$ cat config.mk
export PLATFORM = sky130hd
export DESIGN_NAME = math_log2_iter
export DESIGN_NICKNAME = d
export VERILOG_FILES = /design/src/rtl/math_pkg.sv /design/src/rtl/math_lead_one.sv /design/src/rtl/math_log2_iter.sv
export SDC_FILE = /design/constraint.sdc
export NUM_CORES = 1
export LEC_CHECK = 0
export CORE_MARGIN = 2
export CORE_UTILIZATION = 62
export DETAILED_ROUTE_END_ITERATION = 6
export DONT_BUFFER_PORTS = 1
export HOLD_SLACK_MARGIN = 0.12
export PLACE_DENSITY = 0.83
export SYNTH_ARGS = -nofsm -noshare
export SYNTH_HDL_FRONTEND = slang
export SYNTH_SLANG_ARGS = --single-unit
$ cat constraint.sdc
create_clock -name clk -period 15.6 [get_ports clk]
set_clock_uncertainty 0.05 [all_clocks]
set_input_delay 3.12 -clock clk [delete_from_list [all_inputs] [get_ports clk]]
set_output_delay 3.12 -clock clk [all_outputs]
set_load 0.05 [all_outputs]
$ cat src/rtl/math_pkg.sv
// Shared math definitions: log-domain output format, iterative log2 FSM
// states and the parameter consistency check used at elaboration.
package math_pkg;

  // u6.6 log-domain format, common to the log2 and antilog blocks.
  localparam int LOG_INT_BITS  = 6;
  localparam int LOG_FRAC_BITS = 6;

  typedef enum logic [1:0] {
    IDLE,
    NORM,
    SQR,
    DONE
  } log2_state_e;

  // The integer part of the result (leading-one position minus fractional
  // input bits) must fit in the output integer field.
  function automatic bit log2_widths_ok(input int din_width,
                                        input int din_frac,
                                        input int int_bits);
    return (din_width - din_frac) <= (1 << int_bits);
  endfunction

endpackage

$ cat src/rtl/math_lead_one.sv
// Combinational leading-one detector: position of the most significant set
// bit of vec, plus a flag saying whether any bit was set at all.
module math_lead_one #(
  parameter int WIDTH = 24,
  parameter int POS_W = (WIDTH > 1) ? $clog2(WIDTH) : 1
) (
  input  logic [WIDTH-1:0] vec,
  output logic [POS_W-1:0] pos,
  output logic             found
);

  // Scan upward so the highest set bit is the last one to win.
  always_comb begin
    // NOTE: every output of a combinational block gets a default before any
    // conditional assignment; otherwise an unassigned path infers a latch.
    pos   = '0;
    found = 1'b0;
    for (int i = 0; i < WIDTH; i++) begin
      if (vec[i]) begin
        pos   = POS_W'(i);
        found = 1'b1;
      end
    end
  end

endmodule

$ cat src/rtl/math_log2_iter.sv
// Iterative base-2 logarithm. Normalises the input to 1.f with a leading-one
// detect, then squares the mantissa FRAC_BITS times, producing one
// fractional result bit per cycle. Output is u(INT_BITS).(FRAC_BITS).
// rst_n is expected to be synchronised for deassertion outside this block.
module math_log2_iter
  import math_pkg::*;
#(
  parameter int DIN_WIDTH  = 24,
  parameter int DIN_FRAC   = 8,
  parameter int MANT_WIDTH = 16,
  parameter int INT_BITS   = LOG_INT_BITS,
  parameter int FRAC_BITS  = LOG_FRAC_BITS
) (
  input  logic                          clk,
  input  logic                          rst_n,
  input  logic [DIN_WIDTH-1:0]          DIN,
  input  logic                          din_valid,
  output logic                          din_ready,
  output logic [INT_BITS+FRAC_BITS-1:0] DOUT,
  output logic                          dout_valid,
  input  logic                          dout_ready,
  output logic                          underflow,
  output logic                          zero
);

  localparam int POS_W = (DIN_WIDTH > 1) ? $clog2(DIN_WIDTH) : 1;
  localparam int CNT_W = $clog2(FRAC_BITS + 1);
  localparam int OUT_W = INT_BITS + FRAC_BITS;
  localparam int EXT_W = DIN_WIDTH + MANT_WIDTH;
  localparam int SQ_W  = 2 * (MANT_WIDTH + 1);

  // Refuse to elaborate when the integer part could overflow its field.
  if (!log2_widths_ok(DIN_WIDTH, DIN_FRAC, INT_BITS)) begin : g_width_check
    $error("math_log2_iter: DIN_WIDTH-DIN_FRAC exceeds 2^INT_BITS");
  end

  log2_state_e            state_q, state_d;
  logic [DIN_WIDTH-1:0]   din_q;
  logic [MANT_WIDTH:0]    mant_q;      // 1.MANT_WIDTH, leading one explicit
  logic [INT_BITS-1:0]    exp_q;
  logic [FRAC_BITS-1:0]   frac_q;
  logic [CNT_W-1:0]       cnt_q;
  logic [OUT_W-1:0]       dout_q;
  logic                   underflow_q;
  logic                   zero_q;

  logic                   accept;
  logic                   last_iter;
  logic [POS_W-1:0]       lead_pos;
  logic                   lead_found;
  logic signed [31:0]     int_part;
  logic [EXT_W-1:0]       norm_ext;
  logic [MANT_WIDTH-1:0]  norm_mant;
  logic [SQ_W-1:0]        sq;
  logic                   sq_ge2;
  logic [MANT_WIDTH:0]    mant_next;
  logic [FRAC_BITS-1:0]   frac_next;

  math_lead_one #(
    .WIDTH (DIN_WIDTH),
    .POS_W (POS_W)
  ) u_lead_one (
    .vec   (din_q),
    .pos   (lead_pos),
    .found (lead_found)
  );

  // Normalisation: integer part and the bits below the leading one,
  // left-aligned into the mantissa field (truncated or zero-filled).
  assign int_part  = $signed({{(32-POS_W){1'b0}}, lead_pos}) - DIN_FRAC;
  assign norm_ext  = {din_q, {MANT_WIDTH{1'b0}}} << (DIN_WIDTH - int'(lead_pos));
  assign norm_mant = norm_ext[EXT_W-1 -: MANT_WIDTH];

  // Square step: m*m lies in [1,4). At or above 2.0 the result bit is 1 and
  // the square is halved back into [1,2); either way keep 1.MANT_WIDTH.
  assign sq        = {{(MANT_WIDTH+1){1'b0}}, mant_q} * {{(MANT_WIDTH+1){1'b0}}, mant_q};
  assign sq_ge2    = sq[SQ_W-1];
  assign mant_next = sq_ge2 ? sq[SQ_W-1 -: MANT_WIDTH+1] : sq[SQ_W-2 -: MANT_WIDTH+1];
  assign frac_next = FRAC_BITS'({frac_q, sq_ge2});
  assign last_iter = (cnt_q == CNT_W'(1));

  // State register.
  always_ff @(posedge clk or negedge rst_n) begin
    // NOTE: clocked state uses non-blocking assignments so every register
    // samples pre-edge values, independent of statement order.
    if (!rst_n) state_q <= IDLE;
    else        state_q <= state_d;
  end

  // Next-state logic and handshake outputs.
  always_comb begin
    state_d    = state_q;
    din_ready  = 1'b0;
    dout_valid = 1'b0;
    accept     = 1'b0;
    unique case (state_q)
      IDLE: begin
        din_ready = 1'b1;
        accept    = din_valid;
        if (din_valid) state_d = NORM;
      end
      NORM: state_d = SQR;
      SQR:  if (last_iter) state_d = DONE;
      DONE: begin
        dout_valid = 1'b1;
        if (dout_ready) state_d = IDLE;
      end
      default: state_d = IDLE;
    endcase
  end

  // Datapath: operand capture, normalisation, square-and-compare iterations
  // and the final result register, which holds until the next result.
  always_ff @(posedge clk or negedge rst_n) begin
    if (!rst_n) begin
      din_q       <= '0;
      mant_q      <= '0;
      exp_q       <= '0;
      frac_q      <= '0;
      cnt_q       <= '0;
      dout_q      <= '0;
      underflow_q <= 1'b0;
      zero_q      <= 1'b0;
    end else begin
      unique case (state_q)
        IDLE: begin
          if (accept) begin
            din_q       <= DIN;
            underflow_q <= 1'b0;
            zero_q      <= 1'b0;
          end
        end
        NORM: begin
          mant_q      <= {1'b1, norm_mant};
          exp_q       <= INT_BITS'(int_part);
          frac_q      <= '0;
          cnt_q       <= CNT_W'(FRAC_BITS);
          zero_q      <= !lead_found;
          underflow_q <= !lead_found || (int_part < 0);
        end
        SQR: begin
          mant_q <= mant_next;
          frac_q <= frac_next;
          cnt_q  <= cnt_q - CNT_W'(1);
          if (last_iter) dout_q <= underflow_q ? '0 : {exp_q, frac_next};
        end
        default: ;
      endcase
    end
  end

  assign DOUT      = dout_q;
  assign underflow = underflow_q;
  assign zero      = zero_q;

endmodule

# Yosys cells after proc, flatten, opt, wreduce, memory -nomap -nowiden

Cells that the tools add are included.

Memories: 0
Input bits: 28
Bits in read-only memories: 0
Bits in writable memories: 0
Bits in latches: 0
Output and inout port bits: 16
Bits in registers: 71
Logic and storage cells: 94

Equality and inequality tests: 8
Add/subtract/negate cells: 3
Reduce and logical (&&, ||, !) cells: 9
Multiplexer cells: 62
Bitwise logic cells: 0
Shift operators: 1
Divide/modulo/power cells: 0
Multipliers: 1
$lt $le $gt $ge: 1

Operator list:

| kind                  | number |
|---|---|
| $mux W5               | 8 |
| $shl A40 B32 Y40      | 1 |
| $mul A17 B17 Y34      | 1 |
| $pmux W17 S2          | 1 |
| $mux W4               | 8 |
| $mux W1               | 29 |
| $mux W17              | 1 |
| $mux W12              | 1 |
| $mux W3               | 4 |
| $mux W2               | 5 |
| $pmux W5 S2           | 1 |
| $ne A2 B2 Y1 const B  | 4 |
| $pmux W2 S4           | 1 |
| $lt A6 B1 Y1 const B  | 1 |
| $pmux W3 S2           | 1 |
| $reduce_and A2 Y1     | 3 |
| $sub A5 B4 Y6 const B | 1 |
| $sub A5 B5 Y6 const A | 1 |
| $eq A2 B2 Y1 const B  | 2 |
| $pmux W1 S2           | 2 |
| $reduce_bool A2 Y1    | 2 |
| $eq A3 B1 Y1 const B  | 1 |
| $reduce_and A3 Y1     | 1 |
| $sub A3 B1 Y3 const B | 1 |
| other kinds (4)       | 4 |

# Longest topological paths before layout

Gate-level depths: netlist of the first run.

Depth after elaboration: 27
Gate-level depth with buffers: 27
Gate-level depth less buffers: 25

# Hierarchy

A second synthesis of the first run with hierarchy kept.

Cells, all modules: 1418
Area, all modules: 12728.5 um^2

Modules (own cells, without submodules):

| module         | times used | area each (um^2) | cells an instance | sequential area each (um^2) |
|---|---|---|---|---|
| math_log2_iter | 1          | 12472.0          | 1373              | 1776.7 |
| math_lead_one  | 1          | 256.5            | 45                | 0.0 |

# Worst setup path after synthesis of the first run

No wires, ideal clock.

Path kind: register to register
Start point: register mant_q[4]
End point: register mant_q[8]
Library setup time: 0.127 ns
Path slack: 8.868 ns
Stages on the path, launching flop included: 26
Buffers on the path: 2
Data required time: 15.423 ns
Data arrival time: 6.554 ns
Path through: dfrtp_1 > clkbuf_1 > nand2_1 > fa_1 > inv_1 > fa_1 > inv_1 > fa_1 > fa_1 > inv_1 > fa_1 > inv_1 > fa_1 > inv_1 > ha_1 > and3_1 > nor2b_1 > a311oi_1 > a21oi_1 > o211ai_1 > nand3b_1 > xnor2_1 > buf_2 > mux2i_1 > a2bb2oi_1 > o31ai_1

Longest elaborated chain between the ends: 3

Ends and longest elaborated chain:

| what                   | line                  | text |
|---|---|---|
| from (decl)            | math_log2_iter.sv:39  | `logic [MANT_WIDTH:0] mant_q;` |
| from (signal assigned) | math_log2_iter.sv:134 | `mant_q <= {1'b1, norm_mant};` |
| from (signal assigned) | math_log2_iter.sv:142 | `mant_q <= mant_next;` |
| $mul A17 B17 Y34       | math_log2_iter.sv:76  | `assign sq = {{(MANT_WIDTH+1){1'b0}}, mant_q} * {{(MANT_WIDTH+1){1'b0}}, mant_q};` |
| $mux W17               | math_log2_iter.sv:78  | `assign mant_next = sq_ge2 ? sq[SQ_W-1 -: MANT_WIDTH+1] : sq[SQ_W-2 -: MANT_WIDTH+1];` |
| $pmux W17 S2           | math_log2_iter.sv:125 | `unique case (state_q)` |

No other way between the ends.
A chain may end at the register's enable or synchronous reset.

# Worst setup path in the final report of the first run

Start point: register mant_q[7]
End point: register mant_q[9]

The elaborated chain is that of the path after synthesis.

==> impl_metrics.json, run 1 <==
{
  "synth_edf_count": 0,
  "hold_buffers": 0,
  "clock_sinks": 71,
  "fillers": 1537,
  "netlist.area_leader.share": 0.3052,
  "via_per_inst": 5.934,
  "clkTransAtPathRegs_ns": 0.06,
  "yosysWarnings": 0,
  "antenna_found_initial": 0,
  "finish.utilization": 0.6607,
  "htreeDepth": 3,
  "n_antenna_cell": 0,
  "r2r-end": "mant_q[9]",
  "top_usage_layer": "met2",
  "crit_end": "mant_q[9]",
  "ys_ff_latch": 71,
  "grt_max_degree": 72,
  "synth_nets": 1727,
  "r2r_slack_ns": 8.34,
  "use_met3": 0.03938,
  "ctsLongestPathBuffers": 2,
  "chipHeight_um": 146.2,
  "critPathCaptureType": "flop",
  "worstMarginPinSlew_ns": 1.172,
  "synth_cells": 1389,
  "port_buffers": 0,
  "worstPathArrival_ns": 7.45,
  "yosysTopAreaCell": "fa_1",
  "grt_overflow": 0,
  "crit_start": "mant_q[7]",
  "grt_util_met1": 0.3637,
  "cts_tree": "built",
  "netlist-cell-type-count": 69,
  "final_nets": 1687,
  "first_pass_iters": 6,
  "r2r_cells": 24,
  "core-area_sq_um": 19650,
  "drive_gt1_frac": 0.05908,
  "post_cts_buffers": 0,
  "relSlewSlack": 0.2130,
  "hold_class": "reg2reg",
  "layout_min_cycle_time_ns": 7.263,
  "final.setup.tns_ns": 0,
  "grt_use_total": 0.2805,
  "outcome": "finished, final reports clean",
  "ant_nets": 0,
  "hold_viol": 0,
  "num_vias": 9607,
  "syn_area_sq_um": 12530,
  "rows": 51,
  "fmax_mhz": 137.7,
  "rsz0062_at_grt": "false",
  "grt_pass1_wl_um": 48750,
  "start_util": 0.6374,
  "wl_per_cell_um": 17.73,
  "maxSlewViolCount": 0,
  "wl_um": 28710,
  "grt_use_met2": 0.4917,
  "yosysSeqAreaShare": 0.1418,
  "fin_area_sq_um": 12990,
  "fin_crit_sh": 0.4656,
  "grt_pass1_vias": 10020,
  "maxCapViolCount": 0,
  "drt_iter0_drc": 885,
  "place_ws_ns": 8.499,
  "die_area_sq_um": 21360,
  "synth-main-ff-cell": "dfrtp_1",
  "cp_max_fo": 28,
  "syn_to_final_growth_pct": 3.646,
  "path_class": "reg2reg",
  "place.gp.congestion": 0.9324,
  "cts_resized": 0,
  "async_flop_share": 1.000,
  "crit_path_start_kind": "flop",
  "finalWorstSetupSlack_ns": 8.337,
  "required_ns": 15.78,
  "io_pins": 44,
  "place_area_sq_um": 12670,
  "cts-root-buf": "clkbuf_16",
  "die_w_um": 146.2,
  "numCtsBuffers": 9,
  "hp-start": "frac_q[2]",
  "drc": 0,
  "syn-mean-instance-area_sq_um": 9.020,
  "r2r_start": "mant_q[7]",
  "worstSkewPairLatency_ns": 0.35,
  "dp_hpwl_um": 23130,
  "synth_area_leaders": "fa_1 (31%), dfrtp_1 (14%), ha_1 (12%), inv_1 (9.4%), nand2_1 (4.0%)",
  "setup_viol": 0
}
-- per-layer routing --
layer	vias up	wire length, um
met4	0	867
met5	-	0
met1	4746	11210
li1	4359	-
met3	73	1962
met2	429	14660
-- stage by stage --
step	hold WS [ns]	std cells
3_3_place_gp	0.4430	1603
6_report	0.4561	1619
5_1_grt	0.4848	1619
3_5_place_dp	0.4488	1603
4_1_cts	0.4632	1619
2_1_floorplan	0.4278	1389
-- worst min path at each step --
stage / to / slack (ns) / depth (start not counted)
final: frac_q[3] / 0.46 / 2
after global routing: exp_q[5] / 0.48 / 1
after CTS: frac_q[3] / 0.46 / 2
after detailed placement: frac_q[3] / 0.45 / 2
after global placement: frac_q[3] / 0.44 / 2
after floorplan: frac_q[2] / 0.43 / 2
-- cells in the mapped netlist, drive strengths merged, types with 6 or more instances --
cell / count
xnor2: 20
o221ai: 11
or2: 8
mux2i: 28
nand2b: 12
and2: 41
dfrtp: 71
a21o: 12
ha: 119
o211ai: 17
inv: 317
nor2b: 8
nor2: 71
o31ai: 10
o21ai: 31
a211oi: 12
fa: 191
buf: 13
a31oi: 15
a21oi: 47
clkbuf: 44
nor3: 13
nand2: 134
nor4: 10
xor2: 9
o22ai: 6
nand3: 13
mux2: 34
-- cell type report --
| class | count | area (sq um) | share of cell area |
|---|---|---|---|
| multi-input combinational | 943 | 9326 | 0.7182 |
| sequential | 71 | 1777 | 0.1368 |
| inverter | 318 | 1194 | 0.09192 |
| tap | 265 | 331.6 | 0.02553 |
| clock buffer | 9 | 225.2 | 0.01734 |
| clock inverter | 7 | 86.33 | 0.006649 |
| timing repair buffer | 6 | 45.04 | 0.003469 |
-- cells by family (layout without fill, tap and decap cells) --
kind of cell | Yosys count | in the layout | synth area share
adder cells (fa/ha/maj) | 310 | 310 | 0.4240
AO/OA/AOI/OAI | 206 | 206 | 0.1152
multiplexers | 66 | 66 | 0.06012
flip-flops | 71 | 71 | 0.1418
XOR/XNOR | 29 | 29 | 0.02027
AND/OR/NAND/NOR | 332 | 332 | 0.1236
buffers and inverters | 375 | 340 | 0.1150
-- critical path: stages (launching register included) --
cell and delay (ns):
dfrtp_1 0.82, nand2_1 0.25, fa_1 0.59, inv_1 0.05, fa_1 0.48, inv_1 0.05
fa_1 0.49, fa_1 0.56, inv_1 0.06, fa_1 0.47, inv_1 0.05, fa_1 0.47
inv_1 0.04, ha_1 0.32, and3_1 0.20, nor2b_1 0.15, a311oi_1 0.33, a21oi_1 0.19
o211ai_1 0.23, nand3b_1 0.15, xnor2_2 0.16, buf_4 0.33, mux2i_1 0.26, a211oi_1 0.08
a211o_1 0.29
-- state kept, by name, indices dropped and copies added, names as in the netlist --
signal	cells
frac_q	5
DOUT	12
zero	1
state_q	2
mant_q	17
din_q	24
cnt_q	3
exp_q	6
underflow	1
-- layout by cell type (no fill, tap or decap), types with 6 or more instances in the layout --
cell type,synthesis,layout
o21ai_0,25,25
nor2_1,71,71
a31oi_1,15,15
nor4_1,9,9
xor2_1,9,9
a211oi_1,11,11
o22ai_1,6,6
nand2_1,134,134
mux2i_1,28,28
and2_1,41,41
nand2b_1,12,12
a21o_1,12,12
nor2b_1,8,8
mux2_2,32,32
buf_4,0,6
inv_1,315,315
o221ai_1,11,11
o211ai_1,17,17
clkbuf_16,0,9
nand3_1,13,13
dfrtp_1,71,71
xnor2_1,20,18
o21ai_1,6,6
o31ai_1,10,10
a21oi_1,44,44
or2_2,8,8
nor3_1,13,13
fa_1,191,191
ha_1,119,119
Power of run 1 is not shown: default switching activity piles up to over one toggle a cycle in this logic, so the estimate is an artifact.
==> inputs of run 2 (changes only) <==
- CORE_UTILIZATION: 62 -> 61
- PLACE_DENSITY: 0.83 -> 0.85
- clock period: 15.6 -> 5.9 ns (I/O delays scaled with it)
==> impl_metrics.json, run 2 (synthesized netlist as in run 1, its figures left out) <==
{
  "outcome": "complete, but fails checks",
  "violations": "setup timing",
  "grt_pass1_wl_um": 55720,
  "grt_max_degree": 72,
  "maxSlewViolCount": 0,
  "setup_viol": 19,
  "maxCapViolCount": 0,
  "drc": 0,
  "crit_path_start_kind": "flop",
  "chipHeight_um": 147.3,
  "wl_um": 36030,
  "final_nets": 1868,
  "r2r_slack_ns": -0.92,
  "ant_nets": 0,
  "mostFrequentLayoutCell": "inv_1",
  "layout_min_cycle_time_ns": 6.823,
  "rows": 52,
  "cpPeakStageDelay_ns": 0.55,
  "ctsLongestPathBuffers": 2,
  "io_pins": 44,
  "start_util": 0.6212,
  "clock_sinks": 71,
  "dp_hpwl_um": 26130,
  "antenna_found_initial": 0,
  "ff_latch_area_sq_um": 1795,
  "rsz0062_at_grt": "true",
  "crit_slowest_cell": "fa_1",
  "fillers": 1275,
  "wl_per_cell_um": 19.96,
  "hold_viol": 0,
  "fmax_mhz": 146.6,
  "r2r_start": "mant_q[11]",
  "die_area_sq_um": 21700,
  "grt_use_total": 0.3222,
  "n_antenna_cell": 0,
  "fin_area_sq_um": 14740,
  "cts_tree": "built",
  "place.gp.congestion": 0.9283,
  "path_class": "reg2reg",
  "worstMarginPinSlew_ns": 1.162,
  "cp_top_family": "adder cells",
  "place_area_sq_um": 13890,
  "cts-root-buf": "clkbuf_16",
  "relSlewSlack": 0.2054,
  "fin_crit_sh": 1.156,
  "grt_pass1_vias": 11400,
  "cp_max_fo": 11,
  "grt_overflow": 0,
  "worstSkewPairLatency_ns": 0.35,
  "worst-path-buf-inv": 7,
  "r2r_cells": 24,
  "die_w_um": 147.3,
  "htreeDepth": 3,
  "via_per_inst": 6.096,
  "drive_gt1_frac": 0.2235,
  "required_ns": 5.98,
  "drt_iter0_drc": 1160,
  "syn_to_final_growth_pct": 17.69,
  "first_pass_iters": 6,
  "crit_chain": "buf_4 -> nand2_1 -> fa_1 -> inv_1 -> fa_1 -> inv_1 -> fa_1 -> fa_1 -> inv_2 -> fa_1 -> inv_2 -> fa_1 -> inv_2 -> ha_4 -> and3_4 -> nor2b_4 -> a311oi_2 -> a21oi_2 -> o211ai_1 -> nand3b_1 -> xnor2_4 -> buf_6 -> mux2i_1 -> o221ai_1",
  "critPathCaptureType": "flop",
  "numCtsBuffers": 9,
  "largest_register": "din_q",
  "multi_input_area_sq_um": 9624,
  "mostFrequentLayoutCells": "inv_1 (299), fa_1 (184), buf_4 (171)",
  "num_vias": 11000,
  "crit_path_frequent_cell": "fa_1",
  "r2r-end": "mant_q[7]",
  "largest_register_ffs": 24,
  "clkTransAtPathRegs_ns": 0.07,
  "finalWorstSetupSlack_ns": -0.9225,
  "port_buffers": 0,
  "core-area_sq_um": 20170,
  "worstPathArrival_ns": 6.90,
  "hold_class": "in2async"
}
-- run 2: routing by layer --
metal	track usage	wire, um	vias up
li1	-	-	4724
met1	0.3886	12970	5379
met2	0.5710	18300	696
met3	0.03789	2593	205
met4	0.1630	2178	0
met5	0	0	-
-- run 2: timing repair --
item,4_1_cts,5_1_grt
gates cloned,1,0
hold buffers,0,0
pin swaps,21,23
setup buffers,27,13
resized for setup,68,24
setup endpoints to repair,19,19
-- run 2: per-stage QoR --
stage	TNS, ns	instances	util	setup WS, ns	hold slack [ns]
CTS	-9.679	1794	0.7230	-0.5956	0.4595
floorplan	-3.293	1389	-	-0.2914	0.4278
global route	-17.26	1805	0.7310	-1.075	0.4741
finish	-14.28	1805	0.7310	-0.9225	0.4775
global placement	-9.431	1750	0.6887	-0.5837	0.4382
detailed placement	-13.76	1750	0.6887	-0.8419	0.4645
-- run 2: worst max path at each step --
stage,slack [ns],depth (start not counted),end,from
6_report,-0.92,24,mant_q[7],mant_q[11]
5_1_grt,-1.07,23,mant_q[7],mant_q[13]
4_1_cts,-0.60,24,mant_q[9],mant_q[9]
3_5_place_dp,-0.84,24,mant_q[10],mant_q[13]
3_3_place_gp,-0.58,24,mant_q[10],mant_q[13]
2_1_floorplan,-0.29,24,mant_q[8],mant_q[10]
-- run 2: layout make-up --
type                    instances  area share
repair buffers                187      0.1011
clock inverters                 7    0.004922
flip-flops and latches         71      0.1218
multi-input cells             943      0.6528
clock buffers                   9     0.01527
inverters                     318     0.08130
well taps                     270     0.02291
Power of run 2 is left out for the same reason.
==> inputs of run 3 (changes only) <==
- CORE_UTILIZATION: 61 -> 62
- PLACE_DENSITY: 0.85 -> 0.83
- clock period: 5.9 -> 6.4 ns (I/O delays scaled with it)
==> impl_metrics.json, run 3 (synthesized netlist as in run 1, its figures left out) <==
{
  "cts_tree": "built",
  "die_area_sq_um": 21360,
  "fin_crit_sh": 1.038,
  "finalWorstSetupSlack_ns": -0.2437,
  "die_w_um": 146.2,
  "worstPathArrival_ns": 6.78,
  "fmax_mhz": 150.5,
  "crit_path_start_kind": "flop",
  "r2r_slack_ns": -0.24,
  "antenna_found_initial": 0,
  "largest_register_ffs": 24,
  "dp_hpwl_um": 24740,
  "relSlewSlack": 0.2718,
  "grt_use_total": 0.3018,
  "ff_latch_area_sq_um": 1793,
  "htreeDepth": 3,
  "hold_depth": 1,
  "violations": "setup timing",
  "grt_overflow": 0,
  "required_ns": 6.53,
  "drt_iter0_drc": 824,
  "ant_nets": 0,
  "ctsLongestPathBuffers": 2,
  "start_util": 0.6374,
  "largest_register": "din_q",
  "num_vias": 10350,
  "cp_max_fo": 7,
  "layout_min_cycle_time_ns": 6.644,
  "worstSkewPairLatency_ns": 0.34,
  "chipHeight_um": 146.2,
  "rsz0062_at_grt": "true",
  "r2r_cells": 25,
  "maxSlewViolCount": 0,
  "fillers": 1354,
  "numCtsBuffers": 9,
  "grt_pass1_vias": 10980,
  "worstMarginPinSlew_ns": 1.085,
  "hold_viol": 0,
  "maxCapViolCount": 0,
  "drc": 0,
  "multi_input_area_sq_um": 9615,
  "finish.utilization": 0.7328,
  "cts-root-buf": "clkbuf_16",
  "syn_to_final_growth_pct": 14.96,
  "mostFrequentLayoutCells": "inv_1 (296), fa_1 (181), nand2_1 (126)",
  "path_class": "reg2reg",
  "place.gp.congestion": 0.9445,
  "final_nets": 1821,
  "rows": 51,
  "mostFrequentLayoutCell": "inv_1",
  "port_buffers": 0,
  "grt_max_degree": 72,
  "hold_class": "reg2reg",
  "clkTransAtPathRegs_ns": 0.07,
  "via_per_inst": 5.904,
  "first_pass_iters": 7,
  "critPathCaptureType": "flop",
  "core-area_sq_um": 19650,
  "wl_um": 32580,
  "hold_path_end": "exp_q[5]",
  "n_antenna_cell": 0,
  "wl_per_cell_um": 18.58,
  "r2r_start": "mant_q[4]",
  "hp-start": "exp_q[5]",
  "clock_sinks": 71,
  "io_pins": 44,
  "outcome": "complete, but fails checks",
  "drive_gt1_frac": 0.2036,
  "r2r-end": "mant_q[6]",
  "setup_viol": 18,
  "grt_pass1_wl_um": 52360
}
-- run 3: cell count changes in the layout (fill, tap and decap cells not counted), sizes merged --
cell / previous run / this run
buf: 187 / 140
inv: 318 / 321
bufinv: 1 / 0
clkinvlp: 1 / 3
clkinv: 5 / 1
-- run 3: critical path, cell delays in order (launching register included) --
cell and delay, ns:
dfrtp_2 0.46, buf_4 0.15, inv_2 0.05, nor2_2 0.14
fa_2 0.49, fa_1 0.55, inv_1 0.06, fa_1 0.51
inv_1 0.06, fa_1 0.53, inv_1 0.05, fa_1 0.48
inv_1 0.06, fa_1 0.50, ha_4 0.21, a211oi_2 0.25
nand2_1 0.13, a311oi_4 0.29, a21oi_2 0.14, o211ai_1 0.20
nand3b_1 0.15, xnor2_2 0.27, buf_6 0.18, buf_12 0.13
mux2i_1 0.21, o221ai_1 0.18
-- run 3: per-layer routing --
metal  global-route usage  vias up  wire length (um)
met5                    0        -                 0
met4               0.1184        0              1523
met3              0.03969      148              1788
met2               0.5540      461             16910
met1               0.3597     5105             12360
li1                     -     4636                 -
-- run 3: what timing repair did --
| action | in CTS | in global routing |
|---|---|---|
| setup buffers | 14 | 20 |
| cloned | 1 | 0 |
| gates resized for setup | 57 | 60 |
| endpoints found under the setup margin | 19 | 19 |
| hold buffers | 0 | 0 |
| pin swaps | 24 | 47 |
-- run 3: stage by stage --
step,setup TNS (ns),worst slack [ns],instances,hold slack (ns),cell area (sq um)
floorplan,0,0.005827,1389,0.4278,12570
global placement,-0.9412,-0.1149,1702,0.4416,13440
detailed placement,-4.097,-0.3179,1702,0.4484,13440
CTS,-0.02405,-0.02109,1733,0.4631,14040
global route,-6.418,-0.4242,1753,0.4939,14400
finish,-2.650,-0.2437,1753,0.4615,14400
-- run 3: worst max path at each step --
| stage | from | end | slack [ns] | cells past startpoint |
|---|---|---|---|---|
| 6_report | mant_q[4] | mant_q[6] | -0.24 | 25 |
| 5_1_grt | mant_q[4] | mant_q[6] | -0.42 | 25 |
| 4_1_cts | mant_q[13] | mant_q[9] | -0.02 | 24 |
| 3_5_place_dp | mant_q[12] | mant_q[9] | -0.32 | 25 |
| 3_3_place_gp | mant_q[12] | mant_q[13] | -0.11 | 24 |
| 2_1_floorplan | mant_q[4] | mant_q[8] | 0.006 | 25 |
-- run 3: layout make-up --
| type | count | share of cell area |
|---|---|---|
| Clock buffer | 9 | 0.01564 |
| Clock inverter | 7 | 0.004344 |
| Inverter | 318 | 0.08288 |
| Multi-Input combinational cell | 943 | 0.6676 |
| Sequential cell | 71 | 0.1245 |
| Tap cell | 265 | 0.02302 |
| Timing Repair Buffer | 140 | 0.08201 |
Power of run 3 is left out for the same reason.
